--- config.mk ---
export PLATFORM = sky130hd
export DESIGN_NAME = timer_cmd_sequencer
export DESIGN_NICKNAME = d
export VERILOG_FILES = /design/src/rtl/timer_seq_pkg.sv /design/src/rtl/cmd_fifo.sv /design/src/rtl/timer_cmd_sequencer.sv
export SDC_FILE = /design/constraint.sdc
export NUM_CORES = 1
export LEC_CHECK = 0
export ABC_AREA = 1
export CORE_MARGIN = 1.5
export CORE_UTILIZATION = 55
export DETAILED_ROUTE_END_ITERATION = 8
export PLACE_DENSITY = 0.75
export SLEW_MARGIN = 20
export SYNTH_ARGS = -nofsm -noshare
export SYNTH_HDL_FRONTEND = slang
export SYNTH_HIERARCHICAL = 1
export SYNTH_SLANG_ARGS = --single-unit
--- constraint.sdc ---
create_clock -name Clock -period 5.5 [get_ports Clock]
set_input_delay 1.1 -clock Clock [delete_from_list [all_inputs] [get_ports Clock]]
set_output_delay 1.1 -clock Clock [all_outputs]
set_load 0.005 [all_outputs]
--- src/rtl/timer_seq_pkg.sv ---
// Shared types and defaults for the timer command sequencer.
package timer_seq_pkg;

  localparam int unsigned DEF_DEPTH    = 8;
  localparam int unsigned DEF_ACTION_W = 3;
  localparam int unsigned DEF_TIME_W   = 16;

  // Action code meaning "stop/idle"; driven whenever no command is running.
  localparam int unsigned ACTION_IDLE  = 0;

  typedef enum logic [1:0] {
    IDLE,
    LAUNCH,
    ARM,
    RUN
  } seq_state_t;

endpackage

--- src/rtl/cmd_fifo.sv ---
// Synchronous command FIFO. Pushes against a full FIFO are dropped and
// flagged on Overflow one cycle later, even when a pop happens in the same
// cycle. Clear empties the FIFO and suppresses any push or pop that cycle.
module cmd_fifo #(
  parameter int unsigned DEPTH = 8,
  parameter int unsigned WIDTH = 19
) (
  input  logic                     Clock,
  input  logic                     Reset,
  input  logic                     Clear,
  input  logic                     Push,
  input  logic [WIDTH-1:0]         PushData,
  input  logic                     Pop,
  output logic [WIDTH-1:0]         PopData,
  output logic                     Full,
  output logic                     Empty,
  output logic [$clog2(DEPTH):0]   Count,
  output logic                     Overflow
);

  localparam int unsigned AW = $clog2(DEPTH);

  logic [WIDTH-1:0] mem [DEPTH];
  logic [AW-1:0]    wr_ptr;
  logic [AW-1:0]    rd_ptr;
  logic             wr_en;
  logic             rd_en;

  assign Full    = (Count == (AW+1)'(DEPTH));
  assign Empty   = (Count == '0);
  assign wr_en   = Push && !Full && !Clear;
  assign rd_en   = Pop && !Empty && !Clear;
  assign PopData = mem[rd_ptr];

  // Storage, wrapping pointers, occupancy and the dropped-push flag.
  always_ff @(posedge Clock) begin
    if (Reset || Clear) begin
      wr_ptr   <= '0;
      rd_ptr   <= '0;
      Count    <= '0;
      Overflow <= 1'b0;
    end else begin
      if (wr_en) begin
        mem[wr_ptr] <= PushData;
        wr_ptr      <= wr_ptr + 1'b1;
      end
      if (rd_en) begin
        rd_ptr <= rd_ptr + 1'b1;
      end
      case ({wr_en, rd_en})
        2'b10:   Count <= Count + 1'b1;
        2'b01:   Count <= Count - 1'b1;
        default: Count <= Count;
      endcase
      Overflow <= Push && Full;
    end
  end

endmodule

--- src/rtl/timer_cmd_sequencer.sv ---
// Command queue and dispatcher feeding a countdown timer. Each queued
// {action, duration} is launched on the timer and its action code is held
// on Action until the timer finishes; pauses are not mistaken for completion.
module timer_cmd_sequencer
  import timer_seq_pkg::*;
#(
  parameter int unsigned DEPTH    = DEF_DEPTH,
  parameter int unsigned ACTION_W = DEF_ACTION_W,
  parameter int unsigned TIME_W   = DEF_TIME_W
) (
  input  logic                     Clock,
  input  logic                     Reset,
  input  logic                     Push,
  input  logic [ACTION_W-1:0]      PushAction,
  input  logic [TIME_W-1:0]        PushTime,
  input  logic                     Abort,
  input  logic                     Pause,
  output logic                     Full,
  output logic                     Empty,
  output logic [$clog2(DEPTH):0]   Count,
  output logic                     Overflow,
  output logic                     TimerStart,
  output logic [TIME_W-1:0]        TimerTiempo,
  output logic                     TimerPause,
  output logic                     TimerReset,
  input  logic                     TimerBusy,
  output logic [ACTION_W-1:0]      Action,
  output logic                     Done
);

  seq_state_t                 state;
  seq_state_t                 state_nx;
  logic [ACTION_W-1:0]        cur_action;
  logic [TIME_W-1:0]          cur_time;
  logic [ACTION_W+TIME_W-1:0] head;
  logic                       pop;
  logic                       pause_d;
  logic                       complete;
  logic                       done_q;

  cmd_fifo #(
    .DEPTH (DEPTH),
    .WIDTH (ACTION_W + TIME_W)
  ) u_fifo (
    .Clock    (Clock),
    .Reset    (Reset),
    .Clear    (Abort),
    .Push     (Push),
    .PushData ({PushAction, PushTime}),
    .Pop      (pop),
    .PopData  (head),
    .Full     (Full),
    .Empty    (Empty),
    .Count    (Count),
    .Overflow (Overflow)
  );

  assign TimerPause = Pause;
  assign TimerReset = Reset || Abort;
  assign Done       = done_q;

  // Next-state, pop request and timer-facing outputs.
  always_comb begin
    state_nx    = state;
    pop         = 1'b0;
    complete    = 1'b0;
    TimerStart  = 1'b0;
    TimerTiempo = '0;
    Action      = ACTION_W'(ACTION_IDLE);
    case (state)
      IDLE: begin
        if (!Empty && !Pause && !Abort) begin
          pop      = 1'b1;
          state_nx = LAUNCH;
        end
      end
      LAUNCH: begin
        Action      = cur_action;
        TimerTiempo = cur_time;
        TimerStart  = !Pause;
        if (!Pause) state_nx = ARM;
      end
      ARM: begin
        Action = cur_action;
        if (TimerBusy) state_nx = RUN;
      end
      RUN: begin
        Action = cur_action;
        // Busy also drops while paused and for the cycle after release,
        // so only a quiet Pause over two samples means the run is over.
        complete = !TimerBusy && !Pause && !pause_d;
        if (complete) state_nx = IDLE;
      end
      default: state_nx = IDLE;
    endcase
  end

  // State register, current command latch, pause history and Done pulse.
  always_ff @(posedge Clock) begin
    if (Reset) begin
      state      <= IDLE;
      cur_action <= '0;
      cur_time   <= '0;
      pause_d    <= 1'b0;
      done_q     <= 1'b0;
    end else begin
      pause_d <= Pause;
      if (Abort) begin
        state  <= IDLE;
        done_q <= 1'b0;
      end else begin
        state  <= state_nx;
        done_q <= complete;
        if (pop) {cur_action, cur_time} <= head;
      end
    end
  end

endmodule

Word level (Yosys, flattened, before mapping)
Memories as Yosys holds them, arrays and structs flattened. A register that Yosys moved wholly into a read port is not among the register bits.
Index checks and enable logic that the tools add are counted.
{ "word_totals": {"wordCells": 62, "reg_bits": 15, "ram_bits": 152, "output_inout_bits": 30, "memories": 1, "inputBits": 25} }
{ "op_classes": {"bitwise": 2, "add_sub_neg": 4, "reduce_logical": 24, "n_mux": 14, "n_eq_ne": 10} }
{ "mem_list": {"columns": ["memory", "words", "word_bits", "rd", "rd_clocked_by_memory_dff", "wr", "line", "rtl"], "rows": [
  ["u_fifo.mem", 8, 19, 1, 1, 1, "cmd_fifo.sv:23", "logic [WIDTH-1:0] mem [DEPTH];"]
]} }
{ "op_table": {"columns": ["operator", "n"], "rows": [
  ["$mux W16", 1],
  ["$logic_and A1 B1 Y1", 9],
  ["$mux W2", 4],
  ["$ne A2 B2 Y1 const B", 4],
  ["$pmux W2 S4", 1],
  ["$pmux W4 S2", 1],
  ["$add A3 B1 Y3 const B", 2],
  ["$eq A2 B2 Y1 const B", 3],
  ["$logic_not A1 Y1", 6],
  ["$mux W1", 6],
  ["$reduce_or A3 Y1", 2],
  ["$add A4 B1 Y4 const B", 1],
  ["$eq A2 B1 Y1 const B", 2],
  ["$eq A4 B4 Y1 const B", 1],
  ["$logic_not A4 Y1", 1],
  ["$reduce_and A4 Y1", 1],
  ["$sub A4 B1 Y4 const B", 1],
  ["$mux W3", 1],
  ["$logic_not A2 Y1", 1],
  ["$not A1 Y1", 2],
  ["$reduce_and A2 Y1", 1],
  ["$reduce_bool A2 Y1", 1],
  ["$reduce_or A2 Y1", 1],
  ["$logic_or A1 B1 Y1", 1]
]} }

Longest topological paths before layout
Gate-level depths: netlist (run 1).
{ "logic_depth": {"depth_word": 10, "ltp_mapped": 18, "mapped_depth_nobuf": 17} }

Modules after synthesis
Netlist (run 1), hierarchy kept.
{ "modules_own_cells": {"columns": ["mod", "area_each_um2", "cells_each", "seq_area_each_um2", "n_inst"], "rows": [
  ["cmd_fifo", 6842.8, 622, 4844.6, 1],
  ["timer_cmd_sequencer", 1161.1, 165, 460.4, 1]
]} }

Least setup slack after synthesis (run 1)
Ideal clock, no wire load.
{ "synth_path": {"kind": "input-to-reg", "start": "input port Abort", "end": "memory u_fifo.mem[7][0] (enable)", "setup_time_ns": 0.419, "cell_stages": 4, "slack_ns": 2.154, "path_buffers": 1, "t_required_ns": 5.081, "arrival_time_ns": 2.927, "path_cell_list": "nor2_1 buf_2 nand3_1 nor3_1"} }
{ "synth_between": {"elab_chain_cells": 5, "elab_cells_between_ends": 6, "cone_classes": "mux: 3; reduce/logical: 3"} }
{ "synth_lines": {"columns": ["element", "line", "rtl"], "rows": [
  ["from (decl)", "timer_cmd_sequencer.sv:16", "input logic Abort,"],
  ["$logic_not A1 Y1", "cmd_fifo.sv:31", "assign wr_en = Push && !Full && !Clear;"],
  ["$logic_and A1 B1 Y1", "cmd_fifo.sv:31", null],
  ["$mux W1", "cmd_fifo.sv:43", "if (wr_en) begin"],
  ["$mux W1 (*)", "cmd_fifo.sv:37", "if (Reset || Clear) begin"],
  ["$mux W1 (not written as such) (*)", "cmd_fifo.sv:44", "mem[wr_ptr] <= PushData;"],
  ["to (decl)", "cmd_fifo.sv:23", null]
]} }
Mark *: on every way between the ends. The rest lies on a longest branch, timed or not.

Worst setup path in the final report (run 1)
{ "layout_path": {"start": "input port Reset", "end": "memory u_fifo.mem[0][8] (enable)"} }
{ "layout_between": {"elab_chain_cells": 3} }
{ "layout_lines": {"columns": ["element", "line", "rtl"], "rows": [
  ["from (decl)", "timer_cmd_sequencer.sv:12", "input logic Reset,"],
  ["$logic_or A1 B1 Y1", "cmd_fifo.sv:37", null],
  ["$mux W1", "cmd_fifo.sv:37", null],
  ["$mux W1 (not written as such)", "cmd_fifo.sv:44", null]
]} }
Every way passes these cells.

==> run_results.csv, run 1 <==
group,metric,value,unit
grt,antenna_found_initial,0,
route,via_per_inst,5.42,
timing,hold_viol_final,0,
floorplan,die_width,124,um
final_layout,nFillCells,1084,
final_layout,mostFrequentLayoutCell,"nor2_1",
timing,fmax,0.268,GHz
timing,tightest_slew,1030,ps
timing,post-route-period-util,67.9,%
grt,grt-ovfl-total,0,
yosys,async_flop_share,0,%
floorplan,core-area,0.0140,sq mm
clock_network,cts_resized,0,
route,drtIter0Drc,486,
timing,skew,17.1,ps
job,max-cap-violations,0,
clock_network,clkSinkCount,189,
worst_setup_path,critPathMaxFanout,22,
final_layout,diodes,0,
clock_network,cts_tree,"built",
grt,grt_pass1_vias,5193,
floorplan,row_count,43,
grt,grt_max_degree,78,
clock_network,htreeDepth,4,
place,globalplace.congestion,0.887,
route,drc_errors,0,
clock_network,insertion_delay,430,ps
power_and_ir_drop,p_int,2.40,mW
yosys,synth-edff-count,152,
timing,timing.final.crit_period,3730,ps
final_layout,area_growth,15.4,%
power_and_ir_drop,power_density,323,mW/mm^2
worst_hold_path,hp-class,"reg2reg",
worst_setup_path,reg2reg_to,"u_fifo/Count[3]$_SDFFE_PP0P_",
timing,slew_headroom,31.4,%
route,wl,17000,um
final_layout,utilization,65.8,%
power_and_ir_drop,clkPwrFrac,43.5,%
yosys,synth-seq-area-share,66.3,%
timing,fin_ws,1770,ps
worst_setup_path,crit_type,"in2reg",
yosys,synth_ff_type,"edfxtp_1",
clock_network,clkTransAtPathRegs,70,ps
yosys,synth.avg_cell_area,10.2,sq um
timing,setup_tns,0,ps
grt,grt_pass1_wl,26400,um
worst_setup_path,timing.critical_path.to_type,"flop",
floorplan,io_pins,55,
power_and_ir_drop,ir_drop,0.000240,V
final_layout,layout_common_cells,"nor2_1, nand2_1, edfxtp_1",
place,place_area,0.00861,sq mm
power_and_ir_drop,finalPower,2.98,mW
worst_setup_path,cp.required,5530,ps
worst_setup_path,endpoint,"u_fifo/mem[0][8]$_DFFE_PP_",
worst_setup_path,critPathLaunch,"Reset",
final_layout,final_nets,866,
worst_setup_path,cp.arrival,3770,ps
yosys,syn_area,0.00800,sq mm
route,ant_nets,0,
power_and_ir_drop,p_leak,3.53,nW
clock_network,postCtsHoldBufs,0,
worst_setup_path,reg2reg_depth,15,
outcome,status,"finished, final reports clean",
power_and_ir_drop,net-switching-power,0.577,mW
floorplan,die_h,124,um
grt,grtUsageTotal,23.8,%
worst_setup_path,critPathLaunchType,"input pin",
floorplan,dieArea,0.0153,sq mm
yosys,synth.distinct_cells,30,
floorplan,initial_core_util,57.0,%
yosys,syn_nets,823,
timing,setup-violations-final,0,
clock_network,cts_setup_buffers,0,
route,drtPass1Iterations,5,
power_and_ir_drop,p_comb_share,4.1,%
final_layout,drive_gt1_share,7.96,%
worst_setup_path,r2r_slack,2330,ps
yosys,syn_inst,787,
final_layout,stdcell_area,0.00924,sq mm
timing,maxSlewViolCount,0,
power_and_ir_drop,power_frac_seq,52.4,%
place,dp_cells,991,
place,portBuffers,54,
clock_network,cts.path.max_buffers,2,
yosys,ys_ff_latch,189,
yosys,synth_warnings,6,
clock_network,numCtsBuffers,17,
timing,rsz0062_at_grt,"no",
final_layout,instances_no_fill,1022,
route,routed-via-count,5537,
place,hpwlAfterDp,10800,um
place,preCtsSetupSlack,1390,ps
timing,hold_ws,467,ps
power_and_ir_drop,p_sw_share,19.4,%
route,wl_per_cell,16.6,um
clock_network,clockRootBuffer,"clkbuf_16",
worst_setup_path,reg2reg_from,"u_fifo/Count[1]$_SDFFE_PP0P_",
-- cells by family after synthesis --
logic type | count (synthesis) | synth area share (%)
AO/OA/AOI/OAI | 103 | 6.96
XOR/XNOR | 1 | 0.109
adder cells (fa/ha/maj) | 11 | 1.81
buffers and inverters | 95 | 5.82
flip-flops | 189 | 66.3
AND/OR/NAND/NOR | 388 | 19.0
-- layout make-up --
cell class / count / area [sq um] / area share [%]
Sequential cell: 189 / 5310 / 57.5
Inverter: 58 / 220 / 2.38
Tap cell: 180 / 225 / 2.44
Timing Repair Buffer: 61 / 593 / 6.42
Clock buffer: 20 / 437 / 4.73
Clock inverter: 11 / 191 / 2.07
Multi-Input combinational cell: 503 / 2260 / 24.5
-- per-layer routing --
layer  wire length, um  up-vias  GRT usage [%]
met5                 0        -              0
met3              1340       25           5.17
met2              8140      242           37.9
met4               277        0           9.41
li1                  -     2665              -
met1              7230     2605           32.1
-- critical path, stage by stage --
cell and delay (ps):
clkdlybuf4s50_1 400, buf_4 220, nor2_1 630, nand4_1 470, nor2_2 920
-- how the worst min path moves through the flow --
stage | startpoint | to | slack, ps | depth (start not counted)
floorplan | cur_action[0]$_SDFFE_PP0P_ | cur_action[0]$_SDFFE_PP0P_ | 440 | 2
global placement | cur_action[0]$_SDFFE_PP0P_ | cur_action[0]$_SDFFE_PP0P_ | 460 | 2
detailed placement | cur_time[10]$_SDFFE_PP0P_ | cur_time[10]$_SDFFE_PP0P_ | 460 | 2
CTS | cur_time[10]$_SDFFE_PP0P_ | cur_time[10]$_SDFFE_PP0P_ | 470 | 2
global route | cur_time[10]$_SDFFE_PP0P_ | cur_time[10]$_SDFFE_PP0P_ | 490 | 2
finish | cur_time[10]$_SDFFE_PP0P_ | cur_time[10]$_SDFFE_PP0P_ | 470 | 2
-- state kept, by name, summed over array words and instances (netlist names), named ones only --
register	cells
u_fifo/mem	152
cur_time	16
u_fifo/Count	4
cur_action	3
u_fifo/rd_ptr	3
u_fifo/wr_ptr	3
state	2
Done	1
pause_d	1
u_fifo/Overflow	1
-- cells in the mapped netlist (10+ instances only) --
library cell / number / area (sq um)
buf_2: 18 / 90.1
nand3_1: 12 / 60.1
ha_1: 10 / 125
a21oi_1: 12 / 60.1
nand2_1: 168 / 631
edfxtp_1: 152 / 4560
dfxtp_1: 37 / 741
nor2_1: 187 / 702
o21ai_1: 50 / 250
o21ai_0: 29 / 145
inv_1: 54 / 203
-- power by group through the flow --
stage,logic (mW),clock network (mW),registers (mW)
detailed placement,0.121,0,1.59
global placement,0.116,0,1.59
finish,0.121,1.30,1.56
CTS,0.122,1.31,1.56
global route,0.135,1.37,1.56
floorplan,0.0621,0,1.59
No activity file was read; power rests on OpenSTA's default activity.
==> run 2, diff against run 1 <==
==> constraint.sdc (replaced) <==
create_clock -name Clock -period 3.61 [get_ports Clock]
set_input_delay 0.722 -clock Clock [delete_from_list [all_inputs] [get_ports Clock]]
set_output_delay 0.722 -clock Clock [all_outputs]
set_load 0.005 [all_outputs]
==> run_results.csv, run 2 (synthesized netlist as in run 1, its figures left out) <==
group,metric,value,unit
outcome,status,"finished, final reports clean",
route,ant_nets,0,
grt,grtUsageMet1,32.7,%
clock_network,clockRootBuffer,"clkbuf_16",
worst_setup_path,timing.critical_path.to_type,"output port",
place,globalplace.congestion,0.876,
timing,hold_viol_final,0,
timing,setup_tns,0,ps
grt,grt-ovfl-total,0,
worst_setup_path,cp_slowest_cell,"ha_1",
final_layout,top_register,"u_fifo/mem",
worst_setup_path,cp.required,2890,ps
final_layout,nFillCells,1027,
worst_setup_path,reg2reg_to,"u_fifo/Count[2]$_SDFFE_PP0P_",
final_layout,top_regs,"u_fifo/mem x152, cur_time x16, u_fifo/Count x4",
worst_setup_path,cpMostUsedCell,"inv_1",
grt,grt_pass1_wl,26800,um
worst_setup_path,reg2reg_depth,14,
place,place_area,0.00871,sq mm
final_layout,final_nets,878,
worst_setup_path,timing.critical_path.cells,"inv_1, ha_1, nand2_1, inv_1, clkdlybuf4s50_1",
place,preCtsSetupSlack,713,ps
route,drtPass1Iterations,5,
clock_network,clkTransAtPathRegs,70,ps
power_and_ir_drop,p_leak,3.59,nW
floorplan,dieArea,0.0153,sq mm
timing,timing.final.crit_period,2990,ps
final_layout,mostFrequentLayoutCell,"nor2_1",
route,wl_per_cell,16.3,um
worst_setup_path,critPathLaunch,"state[1]$_SDFFE_PP0P_",
timing,skew,6.15,ps
clock_network,cts_resized,0,
floorplan,io_pins,55,
final_layout,largest_register_ffs,152,
route,drtIter0Drc,587,
power_and_ir_drop,finalPower,4.59,mW
grt,use_met2,37.6,%
route,routed-via-count,5602,
worst_setup_path,critPathMaxFanout,18,
final_layout,utilization,66.6,%
floorplan,die_h,124,um
timing,post-route-period-util,82.9,%
clock_network,cts.path.max_buffers,2,
clock_network,clkSinkCount,189,
worst_setup_path,critPathLaunchType,"flop",
worst_setup_path,cp.arrival,2270,ps
clock_network,numCtsBuffers,17,
grt,antenna_found_initial,0,
power_and_ir_drop,ir_drop,0.000306,V
final_layout,multi_input_area,0.00226,sq mm
grt,grt_max_degree,77,
clock_network,insertion_delay,430,ps
worst_setup_path,r2r_slack,1120,ps
final_layout,area_growth,16.9,%
grt,grt_busiest_layer,"met2",
power_and_ir_drop,power_density,491,mW/mm^2
timing,tightest_slew,827,ps
clock_network,cts_setup_buffers,0,
route,via_per_inst,5.41,
worst_setup_path,crit_type,"reg2out",
worst_setup_path,cpPeakStageDelay,610,ps
clock_network,htreeDepth,4,
clock_network,postCtsHoldBufs,0,
clock_network,cts_tree,"built",
place,hpwlAfterDp,10300,um
floorplan,row_count,43,
route,wl,16900,um
final_layout,drive_gt1_share,9.47,%
timing,maxSlewViolCount,0,
timing,slew_headroom,44.9,%
timing,fmax,0.334,GHz
floorplan,initial_core_util,57.0,%
final_layout,diodes,0,
final_layout,layout.area.seq,0.00531,sq mm
timing,fin_ws,617,ps
timing,hold_ws,474,ps
final_layout,stdcell_area,0.00936,sq mm
grt,grtUsageTotal,23.8,%
worst_hold_path,hold_path_depth,2,
place,portBuffers,54,
place,dp_cells,1003,
timing,setup-violations-final,0,
timing,rsz0062_at_grt,"no",
worst_setup_path,endpoint,"TimerTiempo[10]",
grt,grt_use_met3,5.31,%
floorplan,die_width,124,um
route,drc_errors,0,
final_layout,instances_no_fill,1035,
worst_setup_path,reg2reg_from,"u_fifo/Count[3]$_SDFFE_PP0P_",
worst_hold_path,hp-class,"reg2reg",
grt,grt_pass1_vias,5212,
floorplan,core-area,0.0140,sq mm
final_layout,layout_common_cells,"nor2_1, nand2_1, edfxtp_1",
job,max-cap-violations,0,
## run 2: cell count changes in the layout (fill, tap and decap cells not counted), moves of 2 or more
cell,change
buf_4,+11
clkbuf_1,-2
clkinv_2,-2
clkinvlp_4,+3
inv_6,+3
## run 2: worst min-delay path by stage
stage / startpoint / endpoint / slack [ps]
after floorplan: cur_action[0]$_SDFFE_PP0P_ / cur_action[0]$_SDFFE_PP0P_ / 440
after global placement: cur_time[10]$_SDFFE_PP0P_ / cur_time[10]$_SDFFE_PP0P_ / 450
after global routing: cur_time[8]$_SDFFE_PP0P_ / cur_time[8]$_SDFFE_PP0P_ / 490
after CTS: cur_time[14]$_SDFFE_PP0P_ / cur_time[14]$_SDFFE_PP0P_ / 470
after detailed placement: cur_time[14]$_SDFFE_PP0P_ / cur_time[14]$_SDFFE_PP0P_ / 460
final: cur_time[14]$_SDFFE_PP0P_ / cur_time[14]$_SDFFE_PP0P_ / 470
## run 2: per-layer routing
layer	up-vias	routed length, um
met5	-	0
met4	0	259
met3	22	1300
met2	243	8010
met1	2640	7300
li1	2697	-
## run 2: critical path: cells and delay by family (launching register included)
family / cells / cell delay (ps)
simple gates: 1 / 180
buf+inv: 3 / 720
flops: 1 / 330
fa+ha+maj: 1 / 610
## run 2: area by class of cell
| cell class | instances | area share, % |
|---|---|---|
| Sequential cell | 189 | 56.7 |
| Tap cell | 180 | 2.41 |
| Timing Repair Buffer | 73 | 7.44 |
| Clock inverter | 14 | 2.29 |
| Inverter | 58 | 2.37 |
| Multi-Input combinational cell | 503 | 24.2 |
| Clock buffer | 18 | 4.59 |
## run 2: where the power goes
part / internal (mW) / switching (mW)
logic: 0.0688 / 0.116
registers: 2.37 / 0.0101
clock network: 1.23 / 0.799
total: 3.67 / 0.925
